[config.mk]
export PLATFORM = sky130hd
export DESIGN_NAME = tia_playfield_scheduler
export DESIGN_NICKNAME = d
export VERILOG_FILES = /design/src/rtl/tia_playfield_scheduler.sv
export SDC_FILE = /design/constraint.sdc
export NUM_CORES = 1
export LEC_CHECK = 0
export CAP_MARGIN = 20
export CORE_AREA = 8 8 75 77
export DETAILED_ROUTE_END_ITERATION = 7
export DIE_AREA = 0 0 83 85
export GPL_TIMING_DRIVEN = 0
export MAX_ROUTING_LAYER = met4
export PLACE_DENSITY = 0.83
export SLEW_MARGIN = 5
export SYNTH_ARGS = -nofsm -noshare
export SYNTH_HDL_FRONTEND = slang
export SYNTH_SLANG_ARGS = --single-unit
[constraint.sdc]
create_clock -name clkp -period 6.31 [get_ports clkp]
set_input_delay 1.5775 -clock clkp [delete_from_list [all_inputs] [get_ports clkp]]
set_output_delay 1.5775 -clock clkp [all_outputs]
set_load 0.01 [all_outputs]
[src/rtl/tia_playfield_scheduler.sv]
// tia_playfield_scheduler
//   Runs the horizontal color-clock counter across one scanline and picks
//   which of the 20 playfield bits drives each 4-clock pixel group. The left
//   half of the visible line is always shown in normal order. The right half
//   is either repeated or reflected, depending on CTRLPF.REF.
//
// Ports
//   clkp      in   1  color clock, rising edge
//   reset     in   1  asynchronous, active-high
//   we        in   1  bus write strobe
//   addr      in   6  0x0A CTRLPF, 0x0D PF0, 0x0E PF1, 0x0F PF2
//   d         in   8  bus write data
//   rsync     in   1  restart the line (hcount -> 0)
//   late_hb   in   1  arm an extended blank for the next line
//   hcount    out  8  color-clock position 0..LINE_CLOCKS-1
//   hblank    out  1  horizontal blank, possibly extended
//   pf_index  out  5  playfield bit selected this clock, 0 in blank
//   pf        out  1  registered playfield pixel
//
// LINE_CLOCKS must not exceed 256, because hcount is 8 bits wide.

// Playfield register file. PF0 keeps only the upper nibble that was written.
module tia_pf_regs (
  input  logic       clkp,
  input  logic       reset,
  input  logic       we,
  input  logic [5:0] addr,
  input  logic [7:0] d,
  output logic [3:0] pf0,
  output logic [7:0] pf1,
  output logic [7:0] pf2,
  output logic       ref_en
);

  localparam logic [5:0] ADDR_CTRLPF = 6'h0A;
  localparam logic [5:0] ADDR_PF0    = 6'h0D;
  localparam logic [5:0] ADDR_PF1    = 6'h0E;
  localparam logic [5:0] ADDR_PF2    = 6'h0F;

  always_ff @(posedge clkp or posedge reset) begin
    if (reset) begin
      pf0    <= '0;
      pf1    <= '0;
      pf2    <= '0;
      ref_en <= 1'b0;
    end else if (we) begin
      case (addr)
        ADDR_CTRLPF: ref_en <= d[0];
        ADDR_PF0:    pf0    <= d[7:4];
        ADDR_PF1:    pf1    <= d;
        ADDR_PF2:    pf2    <= d;
        default:     ;
      endcase
    end
  end

endmodule

module tia_playfield_scheduler #(
  parameter int LINE_CLOCKS    = 228,
  parameter int HBLANK_CLOCKS  = 68,
  parameter int LATE_HB_EXTRA  = 8,
  parameter int CLOCKS_PER_BIT = 4
) (
  input  logic       clkp,
  input  logic       reset,
  input  logic       we,
  input  logic [5:0] addr,
  input  logic [7:0] d,
  input  logic       rsync,
  input  logic       late_hb,
  output logic [7:0] hcount,
  output logic       hblank,
  output logic [4:0] pf_index,
  output logic       pf
);

  logic [3:0] pf0;
  logic [7:0] pf1;
  logic [7:0] pf2;
  logic       ref_en;

  logic [7:0] hcount_q;
  logic       armed_q;
  logic       ext_q;
  logic       pf_q;

  logic       wrap;
  logic       line_start;
  logic [8:0] blank_end;
  logic [7:0] vis_pos;
  logic [7:0] group;
  logic       right_half;
  logic [4:0] half_bit;
  logic [4:0] bit_sel;
  logic       sel_bit;

  tia_pf_regs u_regs (
    .clkp   (clkp),
    .reset  (reset),
    .we     (we),
    .addr   (addr),
    .d      (d),
    .pf0    (pf0),
    .pf1    (pf1),
    .pf2    (pf2),
    .ref_en (ref_en)
  );

  assign wrap       = (hcount_q == 8'(LINE_CLOCKS - 1));
  assign line_start = rsync | wrap;

  // The extended blank only widens the mask. The bit map is still anchored
  // at HBLANK_CLOCKS, so the first visible group becomes bit 2.
  assign blank_end = ext_q ? 9'(HBLANK_CLOCKS + LATE_HB_EXTRA)
                           : 9'(HBLANK_CLOCKS);
  assign hblank    = ({1'b0, hcount_q} < blank_end);

  // The subtraction is guarded by hblank, so vis_pos never wraps negative.
  assign vis_pos    = hblank ? 8'd0 : (hcount_q - 8'(HBLANK_CLOCKS));
  assign group      = vis_pos / 8'(CLOCKS_PER_BIT);
  assign right_half = (group >= 8'd20);
  assign half_bit   = right_half ? 5'(group - 8'd20) : group[4:0];
  assign bit_sel    = (right_half && ref_en) ? (5'd19 - half_bit) : half_bit;

  // Bit order on screen: PF0[4..7], PF1[7..0], PF2[0..7].
  always_comb begin
    sel_bit = 1'b0;
    if (bit_sel < 5'd4) begin
      sel_bit = pf0[bit_sel[1:0]];
    end else if (bit_sel < 5'd12) begin
      sel_bit = pf1[3'(5'd11 - bit_sel)];
    end else begin
      sel_bit = pf2[3'(bit_sel - 5'd12)];
    end
  end

  // On a line start, the arm flag moves into ext. A late_hb pulse in the same
  // clock re-arms the flag, so it applies to the line after this one.
  always_ff @(posedge clkp or posedge reset) begin
    if (reset) begin
      hcount_q <= '0;
      armed_q  <= 1'b0;
      ext_q    <= 1'b0;
      pf_q     <= 1'b0;
    end else begin
      hcount_q <= line_start ? 8'd0 : (hcount_q + 8'd1);
      if (line_start) begin
        ext_q   <= armed_q;
        armed_q <= late_hb;
      end else if (late_hb) begin
        armed_q <= 1'b1;
      end
      // An rsync blanks the pixel straight away, instead of letting the
      // pixel at the abandoned position through for one more clock.
      pf_q <= (hblank || rsync) ? 1'b0 : sel_bit;
    end
  end

  assign hcount   = hcount_q;
  assign pf_index = hblank ? 5'd0 : bit_sel;
  assign pf       = pf_q;

endmodule

==> results of run 1 <==
==> sequential cells by signal (all words and copies together), names as in the netlist <==
signal         cells
hcount             8
u_regs.pf1         8
u_regs.pf2         8
u_regs.pf0         4
armed_q            1
ext_q              1
pf                 1
u_regs.ref_en      1
==> cell type report <==
class	instances	share of cell area
repair buffers	36	0.136
well taps	54	0.0245
inverters	12	0.0163
flip-flops and latches	32	0.291
plain buffers	14	0.0309
multi-input cells	171	0.456
clock buffers	7	0.0349
clock inverters	1	0.0109
==> worst max-delay path, delay by kind of cell, from the launching register on <==
| kind | cells | cell delay [ns] |
|---|---|---|
| buffers and inverters | 6 | 1.27 |
| and+or+nand+nor | 6 | 0.78 |
| adders and majority gates | 3 | 0.71 |
| xor gates and xnor gates | 1 | 0.20 |
| AOI/OAI and AO/OA | 5 | 0.83 |
| DFF | 1 | 0.46 |
==> cell usage in the layout, fill, tap and decap left out, types with 4 or more instances in the layout <==
master | Yosys | final
clkdlybuf4s50_1 | 0 | 32
dfrtp_1 | 32 | 31
mux2_2 | 22 | 22
nor2_1 | 22 | 22
inv_1 | 12 | 12
a21oi_1 | 11 | 11
nand2_1 | 10 | 10
o21ai_0 | 10 | 10
nand3_1 | 9 | 9
xnor2_1 | 8 | 7
clkbuf_8 | 0 | 7
a211oi_1 | 6 | 6
nor3_1 | 6 | 6
ha_1 | 6 | 6
buf_2 | 6 | 5
clkbuf_1 | 6 | 5
nor4_1 | 5 | 5
o31ai_1 | 4 | 4
mux2i_1 | 4 | 4
xor2_1 | 4 | 4
==> metrics by stage <==
stage               worst slack (ns)  cell area (sq um)  utilization  setup TNS, ns
global route                 -0.0245               2760        0.608        -0.0245
floorplan                      0.882               2160            -              0
global placement             -0.0441               2560        0.564        -0.0441
CTS                           0.0305               2740        0.603              0
detailed placement            -0.106               2590        0.570         -0.106
finish                         0.190               2760        0.608              0
==> routing by layer <==
layer,global-route usage,routed length [um],vias to the layer above,part of all wire
met5,-,0,-,0
met4,0.0879,179,0,0.032
met3,0.0316,284,19,0.051
met2,0.260,2740,73,0.49
met1,0.189,2410,962,0.43
li1,-,-,914,-
==> what timing repair did <==
item                                    4_1_cts  5_1_grt
endpoints found under the setup margin        2        2
resized for setup                             4        4
pin swaps                                     0        0
buffers inserted                              1        1
==> kinds of logic after synthesis <==
logic type      count (synthesis)
compound gates                 52
xor+xnor                       12
fa+ha+maj                       6
buf+inv                        26
flops                          32
mux                            26
simple gates                   75
==> path summary, 6_finish.rpt <==
check	startpoint	end	slack, ns	depth (start not counted)
worst max-delay path	hcount[3]	pf_index[4]	0.19	21
worst min-delay path	hcount[0]	hcount[0]	0.50	1
worst max register to register	hcount[3]	pf	1.16	25
worst min register to register	hcount[0]	hcount[0]	0.50	1
max in group asynchronous	reset	u_regs.pf1[6]	4.22	3
min in group asynchronous	reset	armed_q	1.60	2
==> power by group <==
group | internal [W] | leakage [nW] | switching [W]
clock | 0.000139 | 0.0645 | 0.0000785
sequential | 0.000226 | 0.423 | 0.0000150
combinational | 0.0000452 | 0.740 | 0.0000417
total | 0.000410 | 1.23 | 0.000135
==> reports/qor.txt, run 1 <==
most instantiated cells after synthesis - dfrtp_1, mux2_2, nor2_1
clock skew - 0.0157 ns
Pre-antenna DRT Iters - 4
Seq/Total Area, Yosys - 0.370
vias in the first global route - 1965
final worst path period share - 0.970
# port buffers - 33
Worst setup SP type - register
P per Cell Area - 198 nW/um^2
average wire per standard cell - 17.2 um
WP data required - 4.73 ns
CP Max Fanout - 10
GRT Overall Usage - 0.163
pin count of the biggest net entering global routing - 23
Antenna Violating Nets Remaining - 0
storage element area - 802 sq um
total gr overflow - 0
Max-slew headroom - 0.629
CTS Root Cell - clkbuf_8
xor-xnor portion of the synthesized cell area - 0.0486
unique cell type count in the Yosys netlist - 51
Hold Slack - 0.498 ns
CTS Hold Bufs - 0
status - complete, no violations
Initial Utilization - 0.477
combinational family with the most area after synthesis - simple AND/OR/NAND/NOR gates
GPL Wtd Cong - 0.981
area occupied by multi-input gates - 1260 sq um
Mapped Avg Cell Area - 9.44 sq um
count of pins over their slew limit - 0
Clock Tree Buf Depth - 2
Final Critical Period - 6.12 ns
layout cells sized above 1 - 0.201
Setup violations, final - 0
Worst-Margin Slew - 0.549 ns
FMAX - 0.163 GHz
fraction of registers with async set/reset - 1.00
die area - 7060 sq um
Post-Syn Nets - 254
total core area - 4540 sq um
ys flop type - dfrtp_1
top cells by area, synth - dfrtp_1, mux2_2, nor2_1
synthesized flop and latch total - 32
CP arrival - 4.54 ns
CTS tree - built
Area Overhead vs Synth - 27.5%
worst path cell trace - ha_1, a21oi_1, a21boi_1, or2_1, buf_2, inv_1, clkbuf_4, nor2_1, ha_1, nand3_1, nand2b_1, a32o_2, a21o_4, buf_2, nor2_1, a21oi_1, ha_1, nand2_1, xor2_1, inv_1, clkdlybuf4s50_1
mux contribution to synthesized area - 0.133
EDFF count, synth - 0
DR vias/cell - 6.02
crit end category - output pin
most common cell in the netlist - dfrtp_1
Pwr Total - 0.000545 W
area leader, netlist - dfrtp_1
I/O pin total - 34
post-synthesis simple-gate area fraction - 0.186
Chip Height - 85 um
maxcap violations - 0
Post-Synth Adder-Cell Area - 0.0347
Worst IR Drop VDD - 0.145 mV
Post-DP HPWL - 4230 um
clk slew on worst S/H paths - 0.07 ns
initial antenna violation count - 0
Clock Latency Late Sink - 0.30 ns
Post-Layout Cell Count - 327
Num CTS Buffers - 5
Mapped Cells - 229
Rows - 25
synth warn - 0
Leak - 1.23 nW
final hold viol count - 0
Synth Area in Compound Gates - 0.172
Most common cell on crit path - ha_1
htree depth - 2
DP Cell Count - 317
Nets - 297
first-pass GRT wire length - 9320 um
Vias - 1968
final wirelength - 5610 um
Detailed Route Iter0 Violations - 184
Syn Std Cell Area - 2160 sq um
critical path's largest stage delay - 0.49 ns
ant diodes - 0
Die Wd - 83 um
clock sink count - 32
Fillers - 380
Crit-path slowest cell - clkdlybuf4s50_1
Synth top area share - 0.370
WS Path Type - register to output pin
hold crit path type - register to register
post-route DRC violation count - 0
Power figures use the tool's default switching activity.
==> run 2, diff against run 1 <==
--- a/config.mk
+++ b/config.mk
@@ -5,13 +5,14 @@
 export SDC_FILE = /design/constraint.sdc
 export NUM_CORES = 1
 export LEC_CHECK = 0
+export ABC_AREA = 1
 export CAP_MARGIN = 20
-export CORE_AREA = 8 8 75 77
+export CORE_AREA = 8 8 73 75
 export DETAILED_ROUTE_END_ITERATION = 7
-export DIE_AREA = 0 0 83 85
+export DIE_AREA = 0 0 81 83
 export GPL_TIMING_DRIVEN = 0
 export MAX_ROUTING_LAYER = met4
-export PLACE_DENSITY = 0.83
+export PLACE_DENSITY = 0.82
 export SLEW_MARGIN = 5
 export SYNTH_ARGS = -nofsm -noshare
 export SYNTH_HDL_FRONTEND = slang
==> reports/qor.txt, run 2 <==
ys flop type - dfrtp_1
final worst path period share - 0.816 (-0.154)
metal1 wirelength - 2030 um (-16%)
synth warn - 0 (unchanged)
initial antenna violation count - 0 (unchanged)
Clock Latency Late Sink - 0.28 ns (-0.02 ns)
DR vias/cell - 5.15 (-15%)
Syn Std Cell Area - 2000 sq um (-7.5%)
CP startpoint - hcount[2]
final hold viol count - 0 (unchanged)
Setup violations, final - 0 (unchanged)
Max-slew headroom - 0.581 (-0.0485)
status - complete, no violations
most common cell after layout, fill and taps aside - nand2_1
Initial Utilization - 0.476 (-0.00109)
EDFF count, synth - 0 (unchanged)
crit end category - output pin
cells on worst reg2reg path - 21 (-16%)
average wire per standard cell - 12.9 um (-25%)
CTS Root Cell - clkbuf_8
htree depth - 2 (unchanged)
post-route DRC violation count - 0 (unchanged)
CP Max Fanout - 9 (-1)
ant diodes - 0 (unchanged)
Mapped Avg Cell Area - 7.57 sq um (-20%)
most common cell in the netlist - nand2_1
I/O pin total - 34 (unchanged)
first-pass GRT wire length - 7970 um (-15%)
most instantiated cells after synthesis - nand2_1, inv_1, dfrtp_1
post-CTS sizing - 0 (-4)
Post-Layout Cell Count - 358 (+9.5%)
Num CTS Buffers - 5 (unchanged)
Worst IR Drop VDD - 0.141 mV (-2.7%)
Nets - 330 (+11%)
Post-Syn Nets - 289 (+14%)
total core area - 4200 sq um (-7.3%)
Seq/Total Area, Yosys - 0.401 (+0.0301)
Rows - 24 (-4.0%)
Mapped Cells - 264 (+15%)
setup TNS - 0 ns (unchanged)
RSZ-0062 raised after global routing - no
P per Cell Area - 186 nW/um^2 (-6.0%)
Synth top area share - 0.401 (+0.0301)
area leader, netlist - dfrtp_1
highest routed layer - met4
pin count of the biggest net entering global routing - 20 (-13%)
Clock Tree Buf Depth - 2 (unchanged)
crit path to - pf_index[3]
metal2 WL - 2310 um (-16%)
total gr overflow - 0 (unchanged)
worst reg2reg startpoint - hcount[2]
clk slew on worst S/H paths - 0.06 ns (about the same)
clock sink count - 32 (unchanged)
Leak - 1.25 nW (+2.2%)
layout cells sized above 1 - 0.0948 (-0.107)
Post-CTS Setup Bufs - 0 (-1)
R2R setup slack - 2.98 ns (+1.82 ns)
CP arrival - 3.57 ns (-0.97 ns)
FMAX - 0.194 GHz (+19%)
maxcap violations - 0 (unchanged)
Area Overhead vs Synth - 25.8%
Die Wd - 81 um (-2.4%)
Vias - 1842 (-6.4%)
CTS tree - built
count of pins over their slew limit - 0 (unchanged)
die area - 6720 sq um (-4.7%)
Worst R2R End - pf
top cells by area, synth - dfrtp_1, nand2_1, inv_1
final wirelength - 4630 um (-18%)
Worst setup SP type - register
most frequent cells in the layout - nand2_1, inv_1, clkdlybuf4s50_1, dfrtp_1, nand3_1
# port buffers - 33 (unchanged)
Post-DP HPWL - 3610 um (-15%)
Detailed Route Iter0 Violations - 159 (-14%)
synthesized flop and latch total - 32 (unchanged)
unique cell type count in the Yosys netlist - 28 (-45%)
fraction of registers with async set/reset - 1.00 (unchanged)
clock skew - 0.00353 ns (-0.0122 ns)
DP Cell Count - 350 (+10%)
vias in the first global route - 1765 (-10%)
Final Critical Period - 5.15 ns (-0.973 ns)
Chip Height - 83 um (-2.4%)
Worst-Margin Slew - 0.628 ns (+0.0796 ns)
Pre-antenna DRT Iters - 4 (unchanged)
Fillers - 384 (+1.1%)
GRT Overall Usage - 0.149 (-0.0137)
hold crit path type - register to register
CTS Hold Bufs - 0 (unchanged)
GPL Wtd Cong - 0.937 (-4.5%)
WS Path Type - register to output pin
Hold Slack - 0.483 ns (-0.0149 ns)
Antenna Violating Nets Remaining - 0 (unchanged)
WP data required - 4.73 ns (about the same)
met3 routed WL - 225 um (-21%)
[run 2: how the worst min path moves through the flow]
stage | endpoint | start | slack, ns | depth (start not counted)
6_report | u_regs.pf2[7] | u_regs.pf2[7] | 0.48 | 2
3_5_place_dp | u_regs.pf2[1] | u_regs.pf2[1] | 0.47 | 2
2_1_floorplan | u_regs.pf0[0] | u_regs.pf0[0] | 0.44 | 2
4_1_cts | u_regs.pf2[1] | u_regs.pf2[1] | 0.49 | 2
5_1_grt | u_regs.pf1[0] | u_regs.pf1[0] | 0.51 | 2
3_3_place_gp | u_regs.pf2[6] | u_regs.pf2[6] | 0.46 | 2
[run 2: final cells by class]
| cell class | instances | area [sq um] | share of cell area |
|---|---|---|---|
| Buffer | 5 | 23.8 | 0.00945 |
| Clock buffer | 7 | 86.3 | 0.0343 |
| Clock inverter | 1 | 7.51 | 0.00298 |
| Inverter | 45 | 169 | 0.0671 |
| Multi-Input combinational cell | 182 | 1010 | 0.400 |
| Sequential cell | 32 | 801 | 0.318 |
| Tap cell | 52 | 65.1 | 0.0259 |
| Timing Repair Buffer | 34 | 358 | 0.142 |
[run 2: power by group]
group	internal, W	switching (W)
clock network	0.0000885	0.0000732
registers	0.000225	0.0000118
logic	0.0000339	0.0000353
[run 2: per-layer routing]
metal	up-vias	global-route usage
li1	933	-
met1	856	0.179
met2	48	0.240
met3	5	0.0334
met4	0	0.0488
met5	-	-
[run 2: per-stage QoR]
step	setup slack (ns)	total power [W]	util	cell area (sq um)
finish	1.16	0.000468	0.599	2520
CTS	1.14	0.000472	0.599	2520
global route	0.810	0.000492	0.599	2520
floorplan	2.11	0.000279	-	2000
detailed placement	1.46	0.000309	0.576	2420
global placement	1.55	0.000304	0.570	2390
[run 2: worst max-delay path, stage by stage (launching register included)]
cell and delay, ns:
dfrtp_1 0.46, inv_1 0.20, ha_1 0.26, xor2_1 0.19
nand2_1 0.10, inv_1 0.09, ha_1 0.15, inv_1 0.04
nor2_1 0.09, nand2_1 0.10, nand3_4 0.15, xor2_1 0.28
inv_1 0.10, ha_1 0.28, nand3b_1 0.10, nand2_1 0.08
inv_2 0.08, clkdlybuf4s50_1 0.54
[run 2: kinds of logic after synthesis]
kind of cell / count (synthesis) / synth area share
AO/OA/AOI/OAI: 35 / 0.0914
XOR/XNOR: 3 / 0.0131
adder cells (fa/ha/maj): 6 / 0.0375
buffers and inverters: 50 / 0.0964
flip-flops: 32 / 0.401
AND/OR/NAND/NOR: 138 / 0.361
==> run 3, diff against run 2 <==
==> constraint.sdc (replaced) <==
create_clock -name clkp -period 5.22 [get_ports clkp]
set_input_delay 1.305 -clock clkp [delete_from_list [all_inputs] [get_ports clkp]]
set_output_delay 1.305 -clock clkp [all_outputs]
set_load 0.01 [all_outputs]
==> reports/qor.txt, run 3 (synthesized netlist as in run 2, its figures left out) <==
status - complete, no violations
Die Wd - 81 um (unchanged)
CTS tree - built
Clock Tree Buf Depth - 2 (unchanged)
total gr overflow - 0 (unchanged)
CTS Root Cell - clkbuf_8
clk slew on worst S/H paths - 0.06 ns (about the same)
crit end category - output pin
I/O pin total - 34 (unchanged)
Rows - 24 (unchanged)
vias in the first global route - 1765 (unchanged)
worst path cell trace - inv_1, ha_1, xor2_1, nand2_1, inv_1, ha_1, inv_1, nor2_1, nand2_1, nand3_4, xor2_2, inv_1, ha_1, nand3b_1, nand2_1, inv_2, clkdlybuf4s50_1
switching share of power - 0.257 (about the same)
Hold Slack - 0.484 ns (+0.00106 ns)
final worst path period share - 0.926
P per Cell Area - 224 nW/um^2 (+21%)
Most common cell on crit path - inv_1
first-pass GRT wire length - 7970 um (unchanged)
GPL Wtd Cong - 0.937 (unchanged)
hold crit path type - register to register
CP delay by family, top - buffers and inverters
Initial Utilization - 0.476 (unchanged)
Leak - 1.25 nW (about the same)
final wirelength - 4640 um (+0.26%)
total core area - 4200 sq um (unchanged)
Vias - 1837 (-0.27%)
initial antenna violation count - 0 (unchanged)
Antenna Violating Nets Remaining - 0 (unchanged)
Pint - 0.000420 W (+21%)
post-route DRC violation count - 0 (unchanged)
Final Util - 0.600 (+0.00179)
Post-DP HPWL - 3610 um (unchanged)
crit path buf inv count - 6 (unchanged)
clock sink count - 32 (unchanged)
clock skew - 0.00340 ns (-0.000123 ns)
Logic pwr share - 0.148 (about the same)
CP arrival - 3.53 ns (-0.04 ns)
DP Area - 2420 sq um (unchanged)
WP data required - 3.91 ns (-0.82 ns)
Worst setup SP type - register
htree depth - 2 (unchanged)
Nets - 330 (unchanged)
FMAX - 0.207 GHz
CP Max Fanout - 9 (unchanged)
critical path's largest stage delay - 0.54 ns (about the same)
CTS Hold Bufs - 0 (unchanged)
layout cells sized above 1 - 0.0980 (+0.00327)
RSZ-0062 raised after global routing - no
most frequent cells in the layout - nand2_1, inv_1, clkdlybuf4s50_1, dfrtp_1, nand3_1
setup TNS - 0 ns (unchanged)
Final Critical Period - 4.83 ns
Setup violations, final - 0 (unchanged)
final hold viol count - 0 (unchanged)
ant diodes - 0 (unchanged)
Chip Height - 83 um (unchanged)
clock group share of total power - 0.346 (about the same)
average wire per standard cell - 13.0 um (+0.26%)
register share of total power - 0.507 (about the same)
Psw - 0.000146 W (+21%)
Final WS setup - 0.388 ns (-0.775 ns)
DR vias/cell - 5.13 (-0.27%)
# port buffers - 33 (unchanged)
Worst-Margin Slew - 0.629 ns (+0.000518 ns)
Area Overhead vs Synth - 26.2%
pre-CTS setup slack - 0.642 ns (-0.818 ns)
Num CTS Buffers - 5 (unchanged)
most common cell after layout, fill and taps aside - nand2_1
final instance area - 2520 sq um (+0.30%)
die area - 6720 sq um (unchanged)
maxcap violations - 0 (unchanged)
Max-slew headroom - 0.580 (about the same)
GRT Overall Usage - 0.149 (unchanged)
Detailed Route Iter0 Violations - 159 (unchanged)
Clock Latency Late Sink - 0.28 ns (about the same)
pin count of the biggest net entering global routing - 20 (unchanged)
Crit-path slowest cell - clkdlybuf4s50_1
count of pins over their slew limit - 0 (unchanged)
WS Path Type - register to output pin
Worst IR Drop VDD - 0.170 mV (+21%)
Pre-antenna DRT Iters - 4 (unchanged)
==> run 3: what timing repair did <==
action,in CTS,in global routing
endpoints found under the setup margin,0,1
setup buffers,0,0
endpoints found under the hold margin,0,0
resized for setup,0,1
==> run 3: final cells by class <==
class | instances | area, sq um
clock buffers | 7 | 86.3
clock inverters | 1 | 7.51
well taps | 52 | 65.1
flip-flops and latches | 32 | 801
plain buffers | 5 | 23.8
multi-input cells | 182 | 1010
inverters | 45 | 169
repair buffers | 34 | 358
fillers | 382 | 1680
==> run 3: per-stage QoR <==
stage / instances / power, W
2_1_floorplan: 264 / 0.000338
3_3_place_gp: 349 / 0.000367
3_5_place_dp: 350 / 0.000374
4_1_cts: 358 / 0.000571
5_1_grt: 358 / 0.000595
6_report: 358 / 0.000566
==> run 3: routing by layer <==
layer  part of all wire  up-vias  global-route usage
li1                   -      931                   -
met1               0.45      865               0.179
met2               0.50       36               0.240
met3              0.037        5              0.0334
met4              0.014        0              0.0488
met5                  0        -                   -
==> run 3: power groups by stage <==
stage	Combinational [W]	Sequential, W	Clock [W]
final	0.0000835	0.000287	0.000196
after global routing	0.0000942	0.000289	0.000212
after CTS	0.0000841	0.000286	0.000201
after detailed placement	0.0000833	0.000291	0
after global placement	0.0000781	0.000289	0
after floorplan	0.0000506	0.000287	0
==> run 3: final timing paths <==
path,to,slack (ns),depth (start not counted),start
setup / recovery,pf_index[3],0.39,17,hcount[2]
hold / removal,u_regs.pf2[7],0.48,2,u_regs.pf2[7]
setup reg to reg,pf,1.93,21,hcount[2]
hold reg to reg,u_regs.pf2[7],0.48,2,u_regs.pf2[7]
max in group asynchronous,u_regs.ref_en,3.30,3,reset
min in group asynchronous,hcount[1],1.40,2,reset
==> run 3: tightest hold or removal path, stage by stage, from the launching register on <==
cell and delay, ns:
dfrtp_1 0.34, nand2_1 0.05, o21ai_0 0.06
